**config.mk**
```make
export PLATFORM = sky130hd
export DESIGN_NAME = lsu_mem_initiator_flat
export DESIGN_NICKNAME = d
export VERILOG_FILES = /design/src/rtl/lsu_pkg.sv /design/src/rtl/lsu_mem_initiator_if.sv /design/src/rtl/lsu_load_align.sv /design/src/rtl/lsu_mem_initiator.sv /design/src/flat_wrapper.sv
export SDC_FILE = /design/constraint.sdc
export NUM_CORES = 1
export LEC_CHECK = 0
export BUFFER_PORTS_ARGS = -buffer_cell sky130_fd_sc_hd__buf_2
export CORE_MARGIN = 2
export CORE_UTILIZATION = 52
export CTS_CLUSTER_SIZE = 20
export DETAILED_ROUTE_END_ITERATION = 7
export PLACE_DENSITY = 0.86
export SLEW_MARGIN = 30
export SYNTH_ARGS = -nofsm -noshare
export SYNTH_HDL_FRONTEND = slang
export SYNTH_SLANG_ARGS = --single-unit
```
**constraint.sdc**
```tcl
create_clock -name clk -period 3.5 [get_ports clk]
set_input_delay 1.05 -clock clk [delete_from_list [all_inputs] [get_ports clk]]
set_output_delay 1.05 -clock clk [all_outputs]
set_load 0.01 [all_outputs]
```
**src/rtl/lsu_pkg.sv**
```systemverilog
// Shared types and constants for the load/store unit:
// funct3 widths, FSM states, lane masks and the access-legality check.
package lsu_pkg;

  localparam logic [2:0] F3_B  = 3'b000;
  localparam logic [2:0] F3_H  = 3'b001;
  localparam logic [2:0] F3_W  = 3'b010;
  localparam logic [2:0] F3_BU = 3'b100;
  localparam logic [2:0] F3_HU = 3'b101;

  localparam logic [31:0] LANE_B = 32'h0000_00ff;
  localparam logic [31:0] LANE_H = 32'h0000_ffff;

  typedef enum logic [1:0] {
    IDLE,
    LOAD,
    RMW
  } lsu_state_t;

  // Stores only exist as B/H/W; the unsigned encodings are load-only.
  function automatic logic lsu_bad(
    input logic       we,
    input logic [2:0] f3,
    input logic [1:0] off
  );
    logic bad;
    unique case (f3)
      F3_B:    bad = 1'b0;
      F3_BU:   bad = we;
      F3_H:    bad = off[0];
      F3_HU:   bad = we | off[0];
      F3_W:    bad = |off;
      default: bad = 1'b1;
    endcase
    return bad;
  endfunction

endpackage

```
**src/rtl/lsu_mem_initiator_if.sv**
```systemverilog
// Execute-stage request/response and data-memory bus,
// slave = LSU view, master = pipeline/memory view.
interface lsu_mem_initiator_if #(
  parameter int ADDRESS_WIDTH = 16,
  parameter int DATA_WIDTH    = 32
);
  logic                     req;
  logic                     we;
  logic [2:0]               funct3;
  logic [DATA_WIDTH-1:0]    addr;
  logic [DATA_WIDTH-1:0]    wdata;
  logic                     busy;
  logic [DATA_WIDTH-1:0]    rdata;
  logic                     rdata_valid;
  logic                     err;
  logic [ADDRESS_WIDTH-1:0] mem_addr;
  logic                     mem_wen;
  logic [DATA_WIDTH-1:0]    mem_wdata;
  logic [DATA_WIDTH-1:0]    mem_rdata;

  modport slave (
    input  req, we, funct3, addr, wdata,
    output busy, rdata, rdata_valid, err,
    output mem_addr, mem_wen, mem_wdata,
    input  mem_rdata
  );

  modport master (
    output req, we, funct3, addr, wdata,
    input  busy, rdata, rdata_valid, err,
    input  mem_addr, mem_wen, mem_wdata,
    output mem_rdata
  );
endinterface

```
**src/rtl/lsu_load_align.sv**
```systemverilog
// Load lane select and sign/zero extension of a
// memory word by byte offset and funct3.
module lsu_load_align
  import lsu_pkg::*;
(
  input  logic [31:0] i_word,
  input  logic [1:0]  i_off,
  input  logic [2:0]  i_funct3,
  output logic [31:0] o_data
);

  logic [7:0]  w_byte;
  logic [15:0] w_half;

  always_comb begin
    w_byte = i_word[7:0];
    unique case (i_off)
      2'd0: w_byte = i_word[7:0];
      2'd1: w_byte = i_word[15:8];
      2'd2: w_byte = i_word[23:16];
      2'd3: w_byte = i_word[31:24];
    endcase
    w_half = i_off[1] ? i_word[31:16] : i_word[15:0];
  end

  always_comb begin
    o_data = i_word;
    unique case (1'b1)
      i_funct3 == F3_B:  o_data = {{24{w_byte[7]}}, w_byte};
      i_funct3 == F3_BU: o_data = {24'd0, w_byte};
      i_funct3 == F3_H:  o_data = {{16{w_half[15]}}, w_half};
      i_funct3 == F3_HU: o_data = {16'd0, w_half};
      default:           o_data = i_word;
    endcase
  end

endmodule

```
**src/rtl/lsu_mem_initiator.sv**
```systemverilog
// RV32I load/store unit: word loads with lane extract,
// zero-stall SW, read-modify-write SB/SH.
module lsu_mem_initiator
  import lsu_pkg::*;
#(
  parameter int ADDRESS_WIDTH = 16,
  parameter int DATA_WIDTH    = 32
) (
  input logic                clk,
  input logic                rst_n,
  lsu_mem_initiator_if.slave bus
);

  lsu_state_t                r_state;
  lsu_state_t                w_next;
  logic [ADDRESS_WIDTH+1:0]  r_addr;
  logic [2:0]                r_f3;
  logic [15:0]               r_wdata;
  logic [DATA_WIDTH-1:0]     r_rdata;
  logic                      r_rdata_valid;
  logic                      r_err;

  logic                      w_bad;
  logic                      w_accept;
  logic                      w_wen;
  logic [DATA_WIDTH-1:0]     w_wdata;
  logic [ADDRESS_WIDTH-1:0]  w_maddr;
  logic [31:0]               w_mask;
  logic [31:0]               w_rep;
  logic [31:0]               w_merge;
  logic [31:0]               w_load;
  logic                      w_unused_addr;

  assign w_unused_addr = ^bus.addr[DATA_WIDTH-1:ADDRESS_WIDTH+2];

  assign w_bad    = lsu_bad(bus.we, bus.funct3, bus.addr[1:0]);
  assign w_accept = (r_state == IDLE) && bus.req;

  // Replicate store data so any lane picks it up under the mask.
  always_comb begin
    w_mask  = ((r_f3 == F3_H) ? LANE_H : LANE_B)
              << {r_addr[1:0], 3'b000};
    w_rep   = (r_f3 == F3_H) ? {2{r_wdata}}
                             : {4{r_wdata[7:0]}};
    w_merge = (bus.mem_rdata & ~w_mask) | (w_rep & w_mask);
  end

  lsu_load_align u_align (
    .i_word   (bus.mem_rdata),
    .i_off    (r_addr[1:0]),
    .i_funct3 (r_f3),
    .o_data   (w_load)
  );

  always_comb begin
    w_next  = r_state;
    w_wen   = 1'b0;
    w_wdata = bus.wdata;
    w_maddr = bus.addr[ADDRESS_WIDTH+1:2];
    unique case (r_state)
      IDLE: begin
        if (bus.req && !w_bad) begin
          if (!bus.we)                 w_next = LOAD;
          else if (bus.funct3 != F3_W) w_next = RMW;
          else                         w_wen  = 1'b1;
        end
      end
      LOAD: begin
        w_maddr = r_addr[ADDRESS_WIDTH+1:2];
        w_next  = IDLE;
      end
      RMW: begin
        w_maddr = r_addr[ADDRESS_WIDTH+1:2];
        w_wdata = w_merge;
        w_wen   = 1'b1;
        w_next  = IDLE;
      end
      default: w_next = IDLE;
    endcase
  end

  always_ff @(posedge clk or negedge rst_n) begin
    if (!rst_n) begin
      r_state       <= IDLE;
      r_addr        <= '0;
      r_f3          <= '0;
      r_wdata       <= '0;
      r_rdata       <= '0;
      r_rdata_valid <= 1'b0;
      r_err         <= 1'b0;
    end else begin
      r_state       <= w_next;
      r_rdata_valid <= (r_state == LOAD);
      r_err         <= w_accept && w_bad;
      if (w_accept) begin
        r_addr  <= bus.addr[ADDRESS_WIDTH+1:0];
        r_f3    <= bus.funct3;
        r_wdata <= bus.wdata[15:0];
      end
      if (r_state == LOAD) r_rdata <= w_load;
    end
  end

  // Reset must silence the write port even mid-RMW.
  assign bus.mem_wen     = w_wen && rst_n;
  assign bus.mem_wdata   = rst_n ? w_wdata : '0;
  assign bus.mem_addr    = w_maddr;
  assign bus.busy        = (r_state != IDLE);
  assign bus.rdata       = r_rdata;
  assign bus.rdata_valid = r_rdata_valid;
  assign bus.err         = r_err;

endmodule

```
**src/flat_wrapper.sv**
```systemverilog
// flat-port wrapper written by rule: the top's interface ports become plain ports
module lsu_mem_initiator_flat import lsu_pkg::*;
#(
  parameter int ADDRESS_WIDTH = 16,
  parameter int DATA_WIDTH    = 32
)
  (clk, rst_n, bus_req, bus_we, bus_funct3, bus_addr, bus_wdata, bus_busy, bus_rdata, bus_rdata_valid, bus_err, bus_mem_addr, bus_mem_wen, bus_mem_wdata, bus_mem_rdata);
  lsu_mem_initiator_if #(.ADDRESS_WIDTH(ADDRESS_WIDTH), .DATA_WIDTH(DATA_WIDTH)) bus_i ();
  input logic clk;
  input logic rst_n;
  input wire logic [$bits(bus_i.req)-1:0] bus_req;
  input wire logic [$bits(bus_i.we)-1:0] bus_we;
  input wire logic [$bits(bus_i.funct3)-1:0] bus_funct3;
  input wire logic [$bits(bus_i.addr)-1:0] bus_addr;
  input wire logic [$bits(bus_i.wdata)-1:0] bus_wdata;
  output wire logic [$bits(bus_i.busy)-1:0] bus_busy;
  output wire logic [$bits(bus_i.rdata)-1:0] bus_rdata;
  output wire logic [$bits(bus_i.rdata_valid)-1:0] bus_rdata_valid;
  output wire logic [$bits(bus_i.err)-1:0] bus_err;
  output wire logic [$bits(bus_i.mem_addr)-1:0] bus_mem_addr;
  output wire logic [$bits(bus_i.mem_wen)-1:0] bus_mem_wen;
  output wire logic [$bits(bus_i.mem_wdata)-1:0] bus_mem_wdata;
  input wire logic [$bits(bus_i.mem_rdata)-1:0] bus_mem_rdata;
  assign bus_i.req = bus_req;
  assign bus_i.we = bus_we;
  assign bus_i.funct3 = bus_funct3;
  assign bus_i.addr = bus_addr;
  assign bus_i.wdata = bus_wdata;
  assign bus_busy = bus_i.busy;
  assign bus_rdata = bus_i.rdata;
  assign bus_rdata_valid = bus_i.rdata_valid;
  assign bus_err = bus_i.err;
  assign bus_mem_addr = bus_i.mem_addr;
  assign bus_mem_wen = bus_i.mem_wen;
  assign bus_mem_wdata = bus_i.mem_wdata;
  assign bus_i.mem_rdata = bus_mem_rdata;
  lsu_mem_initiator #(.ADDRESS_WIDTH(ADDRESS_WIDTH), .DATA_WIDTH(DATA_WIDTH)) u_core (.clk(clk), .rst_n(rst_n), .bus(bus_i));
endmodule
```
==> metrics.md <==
| Metric | Value |
|---|---|
| Clk buf depth | `2` |
| Area growth, synth to finish | `25.7%` |
| Relative slew slack | `49.5%` |
| R2R setup slack | `1.26 ns` |
| # fillers | `652` |
| Post-synth cell types | `40` |
| Synth Register Bits | `73` |
| Layout Skew | `0.0145 ns` |
| EDFF count, synth | `0` |
| Core box area | `8260 um^2` |
| Worst skew pair latency | `0.35 ns` |
| Worst-path cell chain | `buf_2, a21oi_1, a32oi_1, nor2_1, o21a_1, buf_2` |
| Largest net degree at the start of global routing | `64` |
| First-pass GRT wire length | `20.3 mm` |
| Antenna violations before repair | `0` |
| Chip height | `96.4 um` |
| Worst path required time | `2.45 ns` |
| Final nets | `735` |
| RSZ-0062 raised after global routing | `no` |
| Post-synthesis average cell area | `9.48 um^2` |
| Number of placement rows | `33` |
| Vias per cell | `5.92` |
| Post-CTS setup buffers | `0` |
| Setup ws final | `0.267 ns` |
| TritonCTS Buffers | `9` |
| Initial drt markers | `422` |
| Synth top area cells | `dfrtp_1 (41%), mux2_2 (17%), nand2_1 (6.7%), o21ai_0 (4.7%), mux2i_1 (3.8%)` |
| Tot Pwr | `5080 uW` |
| WL final | `13.5 mm` |
| Hold_ws | `0.506 ns` |
| Crit Path Category | `in -> out` |
| Sw Ratio | `44.0%` |
| Via Count | `4376` |
| Residual DRC | `0` |
| DR WL/cell | `18.2 um` |
| Main synth FF type | `dfrtp_1` |
| Post-CTS Resized | `0` |
| Syn Inst Count | `468` |
| CTS tree | `done` |
| Internal power consumption | `2850 uW` |
| Clock power frac | `12.1%` |
| Slew Limit Fails | `0` |
| Register area share after synthesis | `41.2%` |
| Setup TNS Final | `0 ns` |
| Area of the multi-input gates | `2410 um^2` |
| Clock sink total | `73` |
| Die area | `9290 um^2` |
| Die W | `96.4 um` |
| Critical-path top delay cell | `a32oi_1` |
| Max Freq | `309 MHz` |
| CP most frequent cell | `buf_2` |
| Worst Setup End Kind | `primary output` |
| Pwr Density | `911 nW/um^2` |
| IO Port Bufs | `172` |
| Leading area contributor after synthesis | `dfrtp_1` |
| Gr ovfl total | `0` |
| Boundary Pins | `187` |
| Worst path max stage delay | `0.40 ns` |
| Fraction of registers with async set/reset | `100%` |
| Yosys warnings | `0` |
| Fraction of final layout cells sized beyond drive strength 1 | `43.1%` |
| Syn Nets | `574` |
| Top-count cell post-synth | `nand2_1` |
| Outcome | `completed` |
| Final hold violations | `0` |
| Post-Synthesis Cell Area | `4440 um^2` |
| Combinational Power Share | `56.7%` |
| Post-CTS Hold Buffers | `0` |
| Clock slew at reported path FFs | `0.08 ns` |
| GRT Total Usage | `28.8%` |
| Psw | `2230 uW` |
| Crit path DAT | `2.18 ns` |
| Register area | `1830 um^2` |
| Max-cap violations | `0` |
| Clock root buffer master | `clkbuf_8` |
| Initial core utilization | `53.7%` |
| Final core utilization | `67.6%` |
| DRT Pass-1 Iters | `5` |
| CP startpoint kind | `primary input` |
| Final min period | `3.23 ns` |
| Post-DP HPWL | `10.2 mm` |
| Worst hold path class | `reg -> reg` |
| Final Setup Violations | `0` |
| Max Fanout on Critical Path | `4` |
| Vias in the first global route | `3969` |
| Worst slew pin tran | `0.755 ns` |
| Pleak | `0.00272 uW` |
| H-Tree Depth | `3` |
| Peak supply drop | `0.612 mV` |
| Top-area cell type share of the netlist area | `41.2%` |
| Final weighted congestion in routability-driven placement | `0.961` |
| Power share of the sequential group | `31.1%` |
| Synth top cells by count | `nand2_1 (79), dfrtp_1 (73), mux2_2 (67)` |
| N_diodes | `0` |
| Dpl ws | `0.307 ns` |
| Routed Antenna Nets | `0` |
| Final period util | `92.4%` |
==> metrics by stage <==
| stage | std cells | instance area [um^2] |
|---|---|---|
| finish | 739 | 5580 |
| global route | 739 | 5580 |
| CTS | 739 | 5580 |
| detailed placement | 723 | 5400 |
| global placement | 723 | 5400 |
| floorplan | 468 | 4440 |
==> power groups by stage <==
| stage | sequential, uW | combinational [uW] | clock, uW |
|---|---|---|---|
| floorplan | 1570 | 1920 | 0 |
| global placement | 1550 | 2750 | 0 |
| detailed placement | 1590 | 2860 | 0 |
| CTS | 1570 | 2870 | 620 |
| global route | 1620 | 3160 | 656 |
| finish | 1580 | 2880 | 616 |
==> flip-flops by register name (all words and copies together), names as in the netlist <==
name,flops
u_core.bus.rdata,32
u_core.r_addr,18
u_core.r_wdata,16
u_core.r_f3,3
u_core.r_state,2
u_core.bus.err,1
u_core.bus.rdata_valid,1
==> cell families after synthesis <==
kind of cell             count (synthesis)  share of synthesized area, %
AO/OA/AOI/OAI                          105                          15.5
adder cells (fa/ha/maj)                  3                         0.846
buffers and inverters                   47                          4.48
flip-flops                              73                          41.2
multiplexers                            85                          21.3
AND/OR/NAND/NOR                        155                          16.6
==> area by class of cell <==
cell class / count / share of cell area (%)
flip-flops and latches: 73 / 32.7
inverters: 13 / 0.875
clock buffers: 10 / 2.47
clock inverters: 6 / 0.763
repair buffers: 184 / 17.5
well taps: 105 / 2.35
multi-input cells: 348 / 43.3
==> worst max-delay path, delay by kind of cell <==
family / cells / cell delay (ns)
AO/OA/AOI/OAI: 3 / 0.74
AND/OR/NAND/NOR: 1 / 0.10
buffers and inverters: 2 / 0.29
==> worst paths after layout <==
check                      cells past startpoint             start                    to
max in group asynchronous                      2             rst_n     u_core.r_wdata[4]
setup reg to reg                               5  u_core.r_addr[1]  u_core.bus.rdata[31]
min in group asynchronous                      1             rst_n  u_core.bus.rdata[19]
setup / recovery                               6     bus_funct3[2]           bus_mem_wen
hold reg to reg                                1  u_core.r_addr[4]      u_core.r_addr[4]
hold / removal                                 1  u_core.r_addr[4]      u_core.r_addr[4]
==> routing by layer <==
layer	GRT usage (%)	up-vias	wire [um]
li1	-	2004	-
met1	38.9	2063	5300
met2	46.1	271	6290
met3	5.90	38	1440
met4	10.3	0	439
met5	0	-	0
==> placed cells by master (no fill, tap or decap), types with 11 or more instances in the layout <==
| cell | instances |
|---|---|
| a21oi_1 | 22 |
| a32oi_1 | 12 |
| buf_2 | 171 |
| buf_4 | 11 |
| dfrtp_1 | 73 |
| inv_1 | 13 |
| mux2_2 | 67 |
| mux2i_1 | 17 |
| nand2_1 | 79 |
| nand3_1 | 29 |
| o21ai_0 | 42 |
No activity file was read; power rests on OpenSTA's default activity.
